## src/rtl/bit_block_generator.sv

```systemverilog
// rtl/bit_block_generator.sv - serial generator of a 32-bit word holding blocks of consecutive 1s
// One bit per clock, LSB first; reports the finished word with a one-cycle strobe and its block count.
module bit_block_generator #(
  parameter int FF_DLY = 1
) (
  input  logic        clk,
  input  logic        rst_n,
  input  logic        req,
  input  logic [4:0]  start_ofs,
  input  logic [4:0]  blk_num,
  input  logic [4:0]  blk_len,
  input  logic [4:0]  gap_len,
  output logic        busy,
  output logic [31:0] data,
  output logic        data_enb,
  output logic [4:0]  blk_made
);

  typedef enum logic [2:0] {IDLE, OFFS, ONES, GAP, FILL} state_t;

  state_t      state, state_nxt;
  logic [4:0]  bit_idx, bit_idx_nxt;
  logic [4:0]  seg_cnt, seg_cnt_nxt;
  logic [4:0]  blocks_left, blocks_left_nxt;
  logic [4:0]  made, made_nxt;
  logic [4:0]  ofs_q, ofs_nxt;
  logic [4:0]  len_q, len_nxt;
  logic [4:0]  gap_q, gap_nxt;
  logic [31:0] shreg, shreg_nxt;
  logic [31:0] data_nxt;
  logic        enb_nxt;
  logic [4:0]  blk_made_nxt;
  logic        bit_val;
  logic        first_bit;

  logic ff_dly_unused;
  assign ff_dly_unused = (FF_DLY != 0);

  assign busy      = (state != IDLE);
  assign bit_val   = (state == ONES);
  assign first_bit = (state == ONES) && (seg_cnt == 5'd0);

  always_comb begin
    state_nxt       = state;
    bit_idx_nxt     = bit_idx;
    seg_cnt_nxt     = seg_cnt;
    blocks_left_nxt = blocks_left;
    made_nxt        = made;
    ofs_nxt         = ofs_q;
    len_nxt         = len_q;
    gap_nxt         = gap_q;
    shreg_nxt       = shreg;
    data_nxt        = data;
    blk_made_nxt    = blk_made;
    enb_nxt         = 1'b0;

    if (state == IDLE) begin
      if (req) begin
        ofs_nxt         = start_ofs;
        len_nxt         = blk_len;
        gap_nxt         = (gap_len == 5'd0) ? 5'd1 : gap_len;
        blocks_left_nxt = blk_num;
        made_nxt        = 5'd0;
        bit_idx_nxt     = 5'd0;
        seg_cnt_nxt     = 5'd0;
        shreg_nxt       = 32'd0;
        if (start_ofs != 5'd0)
          state_nxt = OFFS;
        else if (blk_num != 5'd0 && blk_len != 5'd0)
          state_nxt = ONES;
        else
          state_nxt = FILL;
      end
    end else begin
      shreg_nxt = {bit_val, shreg[31:1]};
      if (bit_idx == 5'd31) begin
        // A block whose first bit is bit 31 still counts.
        data_nxt     = shreg_nxt;
        blk_made_nxt = made + {4'd0, first_bit};
        enb_nxt      = 1'b1;
        state_nxt    = IDLE;
      end else begin
        bit_idx_nxt = bit_idx + 5'd1;
        seg_cnt_nxt = seg_cnt + 5'd1;
        case (state)
          OFFS: begin
            if (seg_cnt == ofs_q - 5'd1) begin
              seg_cnt_nxt = 5'd0;
              state_nxt   = (blocks_left != 5'd0 && len_q != 5'd0) ? ONES : FILL;
            end
          end
          ONES: begin
            if (first_bit)
              made_nxt = made + 5'd1;
            if (seg_cnt == len_q - 5'd1) begin
              seg_cnt_nxt     = 5'd0;
              blocks_left_nxt = blocks_left - 5'd1;
              state_nxt       = (blocks_left > 5'd1) ? GAP : FILL;
            end
          end
          GAP: begin
            if (seg_cnt == gap_q - 5'd1) begin
              seg_cnt_nxt = 5'd0;
              state_nxt   = ONES;
            end
          end
          default: seg_cnt_nxt = seg_cnt;
        endcase
      end
    end
  end

  always_ff @(posedge clk or negedge rst_n) begin
    if (!rst_n) begin
      state       <= IDLE;
      bit_idx     <= 5'd0;
      seg_cnt     <= 5'd0;
      blocks_left <= 5'd0;
      made        <= 5'd0;
      ofs_q       <= 5'd0;
      len_q       <= 5'd0;
      gap_q       <= 5'd0;
      shreg       <= 32'd0;
      data        <= 32'd0;
      data_enb    <= 1'b0;
      blk_made    <= 5'd0;
    end else begin
      state       <= state_nxt;
      bit_idx     <= bit_idx_nxt;
      seg_cnt     <= seg_cnt_nxt;
      blocks_left <= blocks_left_nxt;
      made        <= made_nxt;
      ofs_q       <= ofs_nxt;
      len_q       <= len_nxt;
      gap_q       <= gap_nxt;
      shreg       <= shreg_nxt;
      data        <= data_nxt;
      data_enb    <= enb_nxt;
      blk_made    <= blk_made_nxt;
    end
  end

endmodule
```

## config.mk

```make
export PLATFORM = sky130hd
export DESIGN_NAME = bit_block_generator
export DESIGN_NICKNAME = d
export VERILOG_FILES = /design/src/rtl/bit_block_generator.sv
export SDC_FILE = /design/constraint.sdc
export NUM_CORES = 1
export LEC_CHECK = 0
export CAP_MARGIN = 20
export CELL_PAD_IN_SITES_DETAIL_PLACEMENT = 1
export CELL_PAD_IN_SITES_GLOBAL_PLACEMENT = 1
export CORE_UTILIZATION = 40
export DETAILED_ROUTE_END_ITERATION = 8
export PLACE_DENSITY_LB_ADDON = 0.05
export SYNTH_ARGS = -nofsm -noshare
export SYNTH_HDL_FRONTEND = slang
export SYNTH_SLANG_ARGS = --single-unit
```

## constraint.sdc

```tcl
create_clock -name clk -period 2.14 [get_ports clk]
set_clock_uncertainty 0.05 [all_clocks]
set_input_delay 0.428 -clock clk [delete_from_list [all_inputs] [get_ports clk]]
set_output_delay 0.428 -clock clk [all_outputs]
set_load 0.02 [all_outputs]
```

==> results.json, run 1 <==
{
  "status": "finished with violations",
  "violations": "negative setup slack",
  "ys_types": 62,
  "root_buffer": "clkbuf_16",
  "fin_tns_setup_ns": -0.0215,
  "switchingPower_mw": 3.25,
  "final_cell_mix": "dfrtp_1, nand2_1, buf_4",
  "yosys_warnings": 0,
  "max_clock_freq_mhz": 463,
  "vias": 4071,
  "required_ns": 2.33,
  "grt_pass1_wl_um": 21900,
  "timing.rr.start": "gap_q[1]",
  "instances_no_fill": 788,
  "antenna_cells": 0,
  "coreArea_um2": 12700,
  "setup_slack_ns": -0.0215,
  "period_minus_slack_ns": 2.16,
  "vias_per_cell": 5.17,
  "io_pins": 62,
  "hpwlAfterDp_um": 9440,
  "grt_max_degree": 53,
  "wl_um": 13300,
  "route.antenna.remaining_nets": 0,
  "peakVddDrop_mv": 0.655,
  "cp_max_fo": 4,
  "wl_per_cell_um": 16.9,
  "drive_gt1_frac": 0.281,
  "clkPwrFrac": 0.198,
  "die_x_um": 116,
  "worstHoldPathCells": 2,
  "die_area_um2": 13500,
  "setup_violations": 1,
  "slew_viol_final": 0,
  "placed_cells": 763,
  "antenna_found_initial": 0,
  "mostFrequentLayoutCell": "dfrtp_1",
  "cap_violations": 0,
  "synth_edf_count": 0,
  "clock_latency_ns": 0.36,
  "cts_buffer_depth": 2,
  "holdPathEnd": "shreg[25]",
  "worstSetupPathType": "flop to flop",
  "drtPass1Iterations": 4,
  "grt-ovfl-total": 0,
  "p_sw_frac": 0.369,
  "reg2regPathDepth": 8,
  "cp_data_arrival_time_ns": 2.35,
  "rsz0062_at_grt": "yes",
  "netlist_area_um2": 5200,
  "hold_class": "flop to flop",
  "drc": 0,
  "power_frac_comb": 0.429,
  "h-tree-depth": 3,
  "grtUsageTotal": 0.214,
  "power.leakage_nw": 3.17,
  "dp_slack_ns": -0.116,
  "hold_viol": 0,
  "synth_seq_cells": 107,
  "ys_seq_area_frac": 0.514,
  "crit_path_start_kind": "flop",
  "internal-power_mw": 5.56,
  "synthFlopType": "dfrtp_1",
  "numCtsBuffers": 9,
  "async_reset_ff_frac": 1.00,
  "reg2reg_to": "state[1]",
  "nFillCells": 1417,
  "dieHeight_um": 116,
  "drt_iter0_drc": 161,
  "clock-sinks": 107,
  "place.port_buffers": 61,
  "tightest_slew_ns": 0.478,
  "cts_tree": "done",
  "netlist_instances": 503,
  "min_from": "shreg[26]",
  "nets": 648,
  "fin_crit_sh": 1.01,
  "relSlewSlack": 0.681,
  "r2r_setup_slack_ns": -0.02,
  "syn_nets": 539,
  "first_global_vias": 4297,
  "initial_core_util": 0.411,
  "power_density_nw_per_um2": 1270,
  "path_clk_slew_ns": 0.07,
  "area_growth_pct": 33.6,
  "syn_avg_cell_area_um2": 10.3,
  "seqPwrFrac": 0.373,
  "num_rows": 41,
  "cp-end-kind": "flop",
  "gp_congestion": 0.862
}
-- per-stage QoR --
| stage | util | instance area [um^2] | hold slack [ns] | power [mW] |
|---|---|---|---|---|
| finish | 0.549 | 6950 | 0.452 | 8.81 |
| global route | 0.549 | 6950 | 0.480 | 9.39 |
| CTS | 0.538 | 6810 | 0.455 | 8.66 |
| detailed placement | 0.501 | 6350 | 0.377 | 6.60 |
| global placement | 0.501 | 6350 | 0.372 | 6.42 |
| floorplan | - | 5220 | 0.0824 | 5.22 |
-- what timing repair did --
item                                   4_1_cts  5_1_grt
setup endpoints to repair                   18       19
hold buffers                                 1        0
gates resized for setup                     30       23
endpoints found under the hold margin       10        0
pin swaps                                    9       11
setup buffers                                5        5
-- routing by layer --
| layer | share of wire | vias to the layer above | global-route usage |
|---|---|---|---|
| li1 | - | 1945 | - |
| met5 | 0 | - | 0 |
| met3 | 0.034 | 13 | 0.0570 |
| met2 | 0.49 | 59 | 0.367 |
| met4 | 0.0097 | 0 | 0.0436 |
| met1 | 0.46 | 2054 | 0.270 |
-- cells by family (layout without fill, tap and decap cells) --
family | after synthesis | count (layout) | synth area share
DFF | 107 | 107 | 0.514
adders and majority gates | 13 | 13 | 0.0313
xor gates and xnor gates | 25 | 25 | 0.0435
muxes | 44 | 44 | 0.0957
buffers and inverters | 46 | 159 | 0.0394
and+or+nand+nor | 194 | 194 | 0.175
AOI/OAI and AO/OA | 74 | 74 | 0.100
-- synth_stat cells, types with 4 or more instances --
cell	n	share of area
ha_1	13	0.031
dfrtp_1	107	0.51
o21ai_0	25	0.024
nand3_1	38	0.037
a22o_1	4	0.0067
xor2_1	15	0.025
inv_1	17	0.012
nor2b_1	4	0.0048
nor2_1	24	0.017
nand2_1	93	0.067
mux2_2	42	0.091
nand2b_1	4	0.0048
xnor2_1	9	0.015
clkbuf_1	12	0.0087
buf_2	8	0.0077
or4_1	4	0.0058
nor3_1	5	0.0048
o21ai_1	4	0.0038
a21oi_1	9	0.0087
-- sequential cells by signal, indices dropped and copies added (netlist names), 3 cells and up --
| register | count |
|---|---|
| len_q | 5 |
| blocks_left | 5 |
| ofs_q | 5 |
| shreg | 31 |
| bit_idx | 5 |
| gap_q | 5 |
| state | 3 |
| made | 5 |
| data | 32 |
| blk_made | 5 |
| seg_cnt | 5 |
-- power groups by stage --
stage               Combinational [mW]  Clock (mW)  Sequential, mW
finish                            3.78        1.74            3.29
global route                      4.15        1.86            3.39
CTS                               3.58        1.80            3.28
detailed placement                3.31           0            3.29
global placement                  3.17           0            3.25
floorplan                         1.99           0            3.22
-- worst max-delay path by stage --
stage	to	from	cells after the start
after floorplan	state[1]	bit_idx[0]	10
after global placement	blk_made[4]	seg_cnt[0]	10
after detailed placement	state[1]	ofs_q[1]	8
after CTS	state[1]	seg_cnt[3]	7
after global routing	seg_cnt[3]	gap_q[1]	8
final	state[1]	gap_q[1]	8
-- worst max-delay path, stage by stage, from the launching register on --
cell and delay (ns):
dfrtp_1 0.39, inv_2 0.08, ha_4 0.14, and3b_1 0.16, o21ai_0 0.10, a311o_2 0.44, a221oi_4 0.29, o21bai_4 0.10
mux2_4 0.29
-- layout make-up --
cell class | instances | area [um^2] | area share
Timing Repair Buffer | 125 | 1130 | 0.163
Sequential cell | 107 | 2680 | 0.386
Clock inverter | 4 | 56.3 | 0.00810
Multi-Input combinational cell | 350 | 2540 | 0.366
Tap cell | 172 | 215 | 0.0310
Clock buffer | 11 | 253 | 0.0364
Inverter | 19 | 71.3 | 0.0103
Note: power is estimated with default switching activity, not from simulation.
==> run 2: changes to the inputs <==
CELL_PAD_IN_SITES_DETAIL_PLACEMENT = not set   (was 1)
CELL_PAD_IN_SITES_GLOBAL_PLACEMENT = not set   (was 1)
CORE_UTILIZATION = 51   (was 40)
==> run 2 against run 1 <==
Effect of this change:
- the run still ends with negative setup slack left
- power decreased by 10%
- first-iteration DRC count shrank 13%
- final area down 5.0%
- worst setup slack worse by 0.047 ns
- die area decreased by 21%
- sequential power about the same
==> results.json, run 2 (same netlist as run 1, synthesis figures left out) <==
{
  "status": "finished with violations",
  "violations": "negative setup slack",
  "final_cell_mix": "dfrtp_1, nand2_1, clkdlybuf4s50_1",
  "critPathBufInv": 0,
  "antenna_found_initial": 0,
  "cpLargestDelayFamily": "simple AND/OR/NAND/NOR gates",
  "num_rows": 36,
  "grt_pass1_wl_um": 18200,
  "relSlewSlack": 0.742,
  "cp_max_fo": 2,
  "die_area_um2": 10600,
  "clock_latency_ns": 0.37,
  "postLayoutCellArea_um2": 6600,
  "grtUsageTotal": 0.224,
  "route.antenna.remaining_nets": 0,
  "path_clk_slew_ns": 0.10,
  "mostFrequentLayoutCell": "dfrtp_1",
  "coreArea_um2": 9820,
  "max_clock_freq_mhz": 453,
  "placed_cell_area_um2": 6220,
  "wl_per_cell_um": 14.9,
  "drt_iter0_drc": 140,
  "grt_max_degree": 50,
  "dieHeight_um": 103,
  "place.port_buffers": 61,
  "drtPass1Iterations": 4,
  "crit_path_start_kind": "flop",
  "cp-end-kind": "flop",
  "cp_data_arrival_time_ns": 2.41,
  "critPathSlowestCell": "dfrtp_1",
  "nFillCells": 810,
  "clock-sinks": 107,
  "required_ns": 2.35,
  "whs_ns": 0.443,
  "hpwlAfterDp_um": 7700,
  "nets": 633,
  "crit_path_cell_trace": "ha_2 > and3_4 > ha_4 > nor2_4 > nand2_2 > o41ai_4 > or2_1 > o21bai_4 > mux2_4",
  "fin_tns_setup_ns": -0.0684,
  "tightest_slew_ns": 0.384,
  "root_buffer": "clkbuf_8",
  "io_pins": 62,
  "instances_no_fill": 735,
  "worstSetupPathType": "flop to flop",
  "rsz0062_at_grt": "yes",
  "vias": 3972,
  "top_regs": "data: 32 flops, shreg: 31 flops",
  "cap_violations": 0,
  "period_minus_slack_ns": 2.21,
  "largest_register_ffs": 32,
  "hold_class": "flop to flop",
  "vias_per_cell": 5.40,
  "gp_congestion": 0.816,
  "drive_gt1_frac": 0.248,
  "antenna_cells": 0,
  "numCtsBuffers": 9,
  "fin_crit_sh": 1.03,
  "setup_slack_ns": -0.0684,
  "initial_core_util": 0.530,
  "wl_um": 10900,
  "area_growth_pct": 26.9,
  "die_x_um": 103,
  "slew_viol_final": 0,
  "placed_cells": 715,
  "total_power_mw": 7.91,
  "drc": 0,
  "cts_tree": "done",
  "h-tree-depth": 3,
  "cpPeakStageDelay_ns": 0.41,
  "peakVddDrop_mv": 0.501,
  "max_flop_register": "data",
  "first_global_vias": 3871,
  "setup_violations": 1,
  "power_density_nw_per_um2": 1200,
  "power.leakage_nw": 3.04,
  "grt-ovfl-total": 0,
  "cts_buffer_depth": 2,
  "hold_viol": 0
}
-- run 2: cell count changes in the layout (fill, tap and decap cells not counted), moves of 3 or more --
| cell | change |
|---|---|
| clkbuf_8 | +7 |
| xnor2_2 | -3 |
| xnor2_1 | +3 |
| buf_4 | -13 |
| inv_1 | +3 |
| ha_1 | +3 |
| clkbuf_16 | -9 |
| inv_2 | -3 |
-- run 2: area by class of cell --
| type | count | area [um^2] | share of cell area |
|---|---|---|---|
| sequential | 107 | 2680 | 0.406 |
| inverter | 19 | 71.3 | 0.0108 |
| tap | 133 | 166 | 0.0252 |
| timing repair buffer | 110 | 1000 | 0.152 |
| multi-input combinational | 350 | 2470 | 0.375 |
| clock buffer | 9 | 124 | 0.0188 |
| clock inverter | 7 | 85.1 | 0.0129 |
-- run 2: tightest hold or removal path, cell delays in order (launching register included) --
cell and delay (ns):
dfrtp_1 0.37, nand2_1 0.06, nand2_1 0.05
-- run 2: power by group --
group          internal (mW)  leakage [nW]  total (mW)  switching (mW)
registers               2.65          1.34        3.26           0.603
logic                   1.70          1.59        3.35            1.65
clock network          0.564         0.109        1.30           0.734
-- run 2: routing by layer --
layer | global-route usage | share of wire | up-vias
met5 | 0 | 0 | -
met4 | 0.0748 | 0.014 | 0
met3 | 0.0380 | 0.034 | 13
met2 | 0.366 | 0.48 | 73
met1 | 0.304 | 0.47 | 1967
li1 | - | - | 1919
-- run 2: path summary, 6_finish.rpt --
kind / start / endpoint / slack (ns) / cells past startpoint
max reg2reg: bit_idx[1] / state[1] / -0.07 / 9
max in group asynchronous: rst_n / state[1] / 0.98 / 3
min: shreg[30] / shreg[29] / 0.44 / 2
min in group asynchronous: rst_n / gap_q[2] / 0.46 / 2
max: bit_idx[1] / state[1] / -0.07 / 9
min reg2reg: shreg[30] / shreg[29] / 0.44 / 2
-- run 2: what timing repair did --
item                       in CTS  in global routing
pin swaps                       6                 13
setup endpoints to repair      12                 17
setup buffers                   1                  2
hold buffers                    1                  0
hold endpoints to repair       25                  0
gates resized for setup        13                 23
-- run 2: per-stage QoR --
step,util,worst slack [ns]
2_1_floorplan,-,-0.0679
3_3_place_gp,0.634,-0.0564
3_5_place_dp,0.634,-0.118
4_1_cts,0.661,-0.0638
5_1_grt,0.673,-0.139
6_report,0.673,-0.0684
